$ cat src/rtl/decode_ctrl_stage.sv
// decode_ctrl_stage
//
// Registered RV32I control decoder with valid/ready flow control. It decodes
// opcode/func3/func7 into the datapath control bundle and holds that bundle in an
// ID/EX output register. With DECODE_M_EXT_EN defined, it also decodes RV32M
// (MUL*/DIV*/REM*). An M instruction holds issue for MUL_CYCLES or DIV_CYCLES
// cycles before its bundle is released. When the macro is undefined, M encodings
// decode as illegal.
//
// Ports
//   clk, reset                 rising-edge clock, asynchronous active-high reset
//   in_valid / in_ready        instruction handshake (in_ready is combinational
//                              on out_ready and flush)
//   opcode, func3, func7       instruction fields
//   flush                      discards the held or in-progress instruction
//   out_valid / out_ready      bundle handshake toward execute
//   reg_write_en .. alu_op     registered control bundle
//   illegal                    registered: the held opcode is unrecognised
//   busy                       multi-cycle M operation in progress

module decode_ctrl_stage #(
    parameter int unsigned ALU_OP_W   = 5,
    parameter int unsigned MUL_CYCLES = 3,
    parameter int unsigned DIV_CYCLES = 8
) (
    input  logic                clk,
    input  logic                reset,
    input  logic                in_valid,
    output logic                in_ready,
    input  logic [6:0]          opcode,
    input  logic [2:0]          func3,
    input  logic [6:0]          func7,
    input  logic                flush,
    output logic                out_valid,
    input  logic                out_ready,
    output logic                reg_write_en,
    output logic                mem_read_en,
    output logic                mem_write_en,
    output logic                comp_sel,
    output logic                op1_sel,
    output logic                op2_sel,
    output logic [1:0]          wb_value_sel,
    output logic [1:0]          bj_ctrl,
    output logic [2:0]          imm_sel,
    output logic [ALU_OP_W-1:0] alu_op,
    output logic                illegal,
    output logic                busy
);

    if (ALU_OP_W < 5 || MUL_CYCLES < 1 || MUL_CYCLES > 15 ||
        DIV_CYCLES < 1 || DIV_CYCLES > 15) begin : g_bad_cfg
        $error("decode_ctrl_stage: parameter out of range");
    end

    localparam logic [6:0] OpLui    = 7'b0110111;
    localparam logic [6:0] OpAuipc  = 7'b0010111;
    localparam logic [6:0] OpJal    = 7'b1101111;
    localparam logic [6:0] OpJalr   = 7'b1100111;
    localparam logic [6:0] OpBranch = 7'b1100011;
    localparam logic [6:0] OpLoad   = 7'b0000011;
    localparam logic [6:0] OpStore  = 7'b0100011;
    localparam logic [6:0] OpImm    = 7'b0010011;
    localparam logic [6:0] OpReg    = 7'b0110011;
    localparam logic [6:0] F7MulDiv = 7'b0000001;

    typedef struct packed {
        logic                illegal;
        logic                reg_write_en;
        logic                mem_read_en;
        logic                mem_write_en;
        logic                comp_sel;
        logic                op1_sel;
        logic                op2_sel;
        logic [1:0]          wb_value_sel;
        logic [1:0]          bj_ctrl;
        logic [2:0]          imm_sel;
        logic [ALU_OP_W-1:0] alu_op;
    } bundle_t;

    bundle_t    dec;
    bundle_t    bundle_q;
    logic [4:0] alu5;
    logic       accept;
    logic       load;
    logic       out_valid_q;
    logic       out_valid_d;
`ifdef DECODE_M_EXT_EN
    logic       dec_m;
    logic       dec_div;
`endif

    // Combinational decode of the incoming fields; only ever seen through bundle_q.
    always_comb begin
        dec  = '0;
        alu5 = 5'b00000;
`ifdef DECODE_M_EXT_EN
        dec_m   = 1'b0;
        dec_div = 1'b0;
`endif
        case (opcode)
            OpLui: begin
                dec.reg_write_en = 1'b1;
                alu5             = 5'b10000;
            end
            OpAuipc: begin
                dec.reg_write_en = 1'b1;
                dec.op1_sel      = 1'b1;
                dec.op2_sel      = 1'b1;
                dec.imm_sel      = 3'd3;
            end
            OpJal: begin
                dec.reg_write_en = 1'b1;
                dec.bj_ctrl      = 2'b01;
                dec.wb_value_sel = 2'd2;
                dec.op1_sel      = 1'b1;
                dec.op2_sel      = 1'b1;
                dec.imm_sel      = 3'd1;
            end
            OpJalr: begin
                dec.reg_write_en = 1'b1;
                dec.bj_ctrl      = 2'b01;
                dec.wb_value_sel = 2'd2;
                dec.op2_sel      = 1'b1;
                dec.imm_sel      = 3'd4;
            end
            OpBranch: begin
                dec.bj_ctrl  = 2'b10;
                dec.comp_sel = 1'b1;
            end
            OpLoad: begin
                dec.mem_read_en  = 1'b1;
                dec.reg_write_en = 1'b1;
                dec.wb_value_sel = 2'd1;
                dec.op2_sel      = 1'b1;
                dec.imm_sel      = 3'd4;
            end
            OpStore: begin
                dec.mem_write_en = 1'b1;
                dec.op2_sel      = 1'b1;
                dec.imm_sel      = 3'd2;
            end
            OpImm: begin
                dec.reg_write_en = 1'b1;
                dec.op2_sel      = 1'b1;
                dec.imm_sel      = 3'd4;
                // Only SRAI carries the func7[5] arithmetic bit for immediates.
                alu5 = {1'b0, (func3 == 3'b101) & func7[5], func3};
            end
            OpReg: begin
                if (func7 == F7MulDiv) begin
`ifdef DECODE_M_EXT_EN
                    dec.reg_write_en = 1'b1;
                    alu5             = {2'b01, func3};
                    dec_m            = 1'b1;
                    dec_div          = func3[2];
`else
                    dec.illegal = 1'b1;
`endif
                end else begin
                    dec.reg_write_en = 1'b1;
                    alu5             = {1'b0, func7[5], func3};
                    dec.comp_sel     = func7[5] & ~func3[0];
                end
            end
            default: dec.illegal = 1'b1;
        endcase
        dec.alu_op = ALU_OP_W'(alu5);
    end

    assign accept = in_valid & in_ready;

`ifdef DECODE_M_EXT_EN
    typedef enum logic [0:0] {StIdle, StWait} state_e;

    localparam logic [3:0] MulLoad = 4'(MUL_CYCLES - 1);
    localparam logic [3:0] DivLoad = 4'(DIV_CYCLES - 1);

    state_e     state_q, state_d;
    logic [3:0] cnt_q, cnt_d;
    logic [3:0] lat_load;

    assign lat_load = dec_div ? DivLoad : MulLoad;
    assign in_ready = (state_q == StIdle) & ~flush & (~out_valid_q | out_ready);
    assign busy     = (state_q == StWait);

    always_comb begin
        state_d     = state_q;
        cnt_d       = cnt_q;
        out_valid_d = out_valid_q;
        load        = 1'b0;
        if (flush) begin
            state_d     = StIdle;
            cnt_d       = 4'd0;
            out_valid_d = 1'b0;
        end else begin
            unique case (state_q)
                StIdle: begin
                    if (accept) begin
                        load = 1'b1;
                        // A latency of 1 has nothing to count, so it takes the plain path.
                        if (dec_m && lat_load != 4'd0) begin
                            out_valid_d = 1'b0;
                            state_d     = StWait;
                            cnt_d       = lat_load;
                        end else begin
                            out_valid_d = 1'b1;
                        end
                    end else if (out_ready) begin
                        out_valid_d = 1'b0;
                    end
                end
                StWait: begin
                    // Release on the edge where the counter reaches zero.
                    if (cnt_q <= 4'd1) begin
                        out_valid_d = 1'b1;
                        state_d     = StIdle;
                        cnt_d       = 4'd0;
                    end else begin
                        cnt_d = cnt_q - 4'd1;
                    end
                end
            endcase
        end
    end

    always_ff @(posedge clk or posedge reset) begin
        if (reset) begin
            state_q <= StIdle;
            cnt_q   <= 4'd0;
        end else begin
            state_q <= state_d;
            cnt_q   <= cnt_d;
        end
    end
`else
    assign in_ready = ~flush & (~out_valid_q | out_ready);
    assign busy     = 1'b0;

    always_comb begin
        out_valid_d = out_valid_q;
        load        = accept;
        if (flush) begin
            out_valid_d = 1'b0;
        end else if (accept) begin
            out_valid_d = 1'b1;
        end else if (out_ready) begin
            out_valid_d = 1'b0;
        end
    end
`endif

    // Flush leaves bundle_q stale on purpose; it is masked by out_valid.
    always_ff @(posedge clk or posedge reset) begin
        if (reset) begin
            out_valid_q <= 1'b0;
            bundle_q    <= '0;
        end else begin
            out_valid_q <= out_valid_d;
            if (load) begin
                bundle_q <= dec;
            end
        end
    end

    assign out_valid    = out_valid_q;
    assign illegal      = bundle_q.illegal;
    assign reg_write_en = bundle_q.reg_write_en;
    assign mem_read_en  = bundle_q.mem_read_en;
    assign mem_write_en = bundle_q.mem_write_en;
    assign comp_sel     = bundle_q.comp_sel;
    assign op1_sel      = bundle_q.op1_sel;
    assign op2_sel      = bundle_q.op2_sel;
    assign wb_value_sel = bundle_q.wb_value_sel;
    assign bj_ctrl      = bundle_q.bj_ctrl;
    assign imm_sel      = bundle_q.imm_sel;
    assign alu_op       = bundle_q.alu_op;

endmodule
$ cat config.mk
export PLATFORM = sky130hd
export DESIGN_NAME = decode_ctrl_stage
export DESIGN_NICKNAME = d
export VERILOG_FILES = /design/src/rtl/decode_ctrl_stage.sv
export SDC_FILE = /design/constraint.sdc
export NUM_CORES = 1
export LEC_CHECK = 0
export CAP_MARGIN = 20
export CORE_MARGIN = 4
export CORE_UTILIZATION = 43
export CTS_CLUSTER_SIZE = 20
export DETAILED_ROUTE_END_ITERATION = 10
export PLACE_DENSITY = 0.9
export SLEW_MARGIN = 20
export SYNTH_ARGS = -nofsm -noshare
export SYNTH_HDL_FRONTEND = slang
export SYNTH_SLANG_ARGS = --single-unit
$ cat constraint.sdc
create_clock -name clk -period 3.35 [get_ports clk]
set_input_delay 0.8375 -clock clk [delete_from_list [all_inputs] [get_ports clk]]
set_output_delay 0.8375 -clock clk [all_outputs]
set_load 0.02 [all_outputs]
==> flow_summary.ini <==
[sta]
worst_slew_pin_slew_ns = 0.719
final-max-slew-violation-count = 0
setup_slack_ns = 0.453
fmax_mhz = 345
setup_violations = 0
finalHoldViolCount = 0
finalCritPeriodShare_pct = 86.5
tns_ns = 0
relSlewSlack_pct = 52.0
rsz0062_at_grt = false
layout_min_cycle_time_ns = 2.90
holdWs_ns = 0.493
fin_worst_skew_ns = 0.00110

[placement]
io_buffer_count = 42
place.gp.congestion = 0.869
hpwl_um = 1970
place_ws_ns = 0.441

[floorplanning]
die_y_um = 55.0
initial_core_util_pct = 46.9
ios = 44
die_x_um = 55.0
dieArea_um2 = 3020
core_um2 = 2020
rows = 16

[finish]
antenna_cells = 0
fillers = 167
postLayoutCoreUtil_pct = 69.4
layout-drive-gt1-share_pct = 7.86
nets = 163
layout.cells.most_common = clkdlybuf4s50_1
syn_to_final_growth_pct = 47.9
final_cell_mix = 42 x clkdlybuf4s50_1, 19 x dfrtp_1, 13 x nand2_1

[route]
finalWirelength_um = 2480
vias = 915
drt-initial-drc-count = 23
vias_per_cell = 5.48
ant_nets = 0
dr.pass1.iters = 4
post_drt_wl_per_cell_um = 14.8
drc = 0

[clock_network]
path_clk_slew_ns = 0.11
cts_tree = done
post_cts_buffers = 0
hold_buffers = 0
numCtsBuffers = 3
cts-root-buf = clkbuf_4
clk_path_buf_depth = 2
insertion_delay_ns = 0.29
cts.sinks = 19
htree_levels = 1
cts-resized-gates = 0

[logic_synthesis]
ys_seq_area_share_pct = 50.1
synth-compound-area-share_pct = 18.6
ys_seq_elements = 19
synth_fa_ha_area_share_pct = 0
ys_types = 35
async_flop_share_pct = 100
synth_top_area_cell = dfrtp_1
ys_top_cells_by_area = dfrtp_1 50%, nand2_1 5.1%, a22o_1 3.7%
yosys.area_share.simple_pct = 22.8
syn_inst = 100
synth-edff-count = 0
synthMuxAreaShare_pct = 2.37
synth_top_family_by_area = simple AND/OR/NAND/NOR gates
syn-num-nets = 122
synth_area_um2 = 948
synth-warning-count = 0
synth_top_cell_area_share_pct = 50.1
synth_ff_type = dfrtp_1
synth-xor-area-share_pct = 0
syn_area_per_cell_um2 = 9.48

[grt]
antenna_found_initial = 0
grt_pass1_vias = 836
grt_max_degree = 20
overflow = 0
grt_pass1_wl_um = 3640
grt_use_total_pct = 17.2

[worst_setup_path]
required_ns = 2.51
worstSetupPathType = in -> out
worstPathMaxFanout = 2
cp.arrival_ns = 2.06
worstSetupStartpointType = input pin
endpoint_kind = output pin

[pwr]
leakage_nw = 0.606
ir_drop_uv = 295
p_per_area_nw_per_um2 = 336

[min_path]
min_path_type = reg -> reg

[run]
maxCapViolations = 0

[run_status]
status = completed
[sequential cells by signal, summed over array words and instances, names as in the netlist]
register	count
alu_op	5
imm_sel	3
wb_value_sel	2
bj_ctrl	1
comp_sel	1
illegal	1
mem_read_en	1
mem_write_en	1
op1_sel	1
op2_sel	1
out_valid	1
reg_write_en	1
[final timing paths]
kind                        startpoint              end  slack, ns  cells past startpoint
setup / recovery             out_ready         in_ready       0.45                      4
hold / removal             mem_read_en      mem_read_en       0.49                      1
setup reg to reg             out_valid      mem_read_en       1.71                      5
hold reg to reg            mem_read_en      mem_read_en       0.49                      1
max in group asynchronous        reset       bj_ctrl[1]       1.95                      2
min in group asynchronous        reset  wb_value_sel[0]       0.95                      2
[cells by family after synthesis]
kind of cell,Yosys count
and+or+nand+nor,41
AOI/OAI and AO/OA,25
DFF,19
buffers and inverters,12
muxes,2
other,1
[worst max-delay path, stage by stage]
cell and delay, ns:
clkdlybuf4s50_1 0.47, nor2b_1 0.06, nor2_1 0.08, clkdlybuf4s50_1 0.61
[cells in the mapped netlist, types with 2 or more instances]
master	number
o21ai_0	7
inv_1	5
clkbuf_1	4
nor3_1	2
a21oi_1	2
nand2_1	13
nor4_1	4
nand3_1	3
nor2_1	7
o41ai_1	2
dfrtp_1	19
a21o_1	2
buf_4	2
o21a_1	2
a22o_1	4
mux2_2	2
nand2b_1	2
[stage by stage]
stage / std cells / area [um^2] / total power, mW
floorplan: 100 / 948 / 0.300
global placement: 163 / 1380 / 0.357
detailed placement: 163 / 1380 / 0.361
CTS: 167 / 1400 / 0.477
global route: 167 / 1400 / 0.497
finish: 167 / 1400 / 0.471
[final cells by class]
class / count / area, um^2 / area share (%)
sequential: 19 / 475 / 33.9
clock buffer: 3 / 22.5 / 1.61
tap: 27 / 33.8 / 2.41
multi-input combinational: 69 / 419 / 29.9
timing repair buffer: 43 / 428 / 30.5
clock inverter: 1 / 5.00 / 0.357
inverter: 5 / 18.8 / 1.34
[report_power, final]
| group | switching, mW | internal [mW] |
|---|---|---|
| clock | 0.0705 | 0.0445 |
| sequential | 0.00642 | 0.240 |
| combinational | 0.0540 | 0.0556 |
[layer usage]
layer / up-vias / track usage [%] / wire, um
met5: - / 0 / 0
met4: 0 / 4.86 / 32
met3: 4 / 4.02 / 170
li1: 439 / - / -
met1: 436 / 20.2 / 993
met2: 36 / 30.9 / 1280
(Power assumes the default switching activity.)
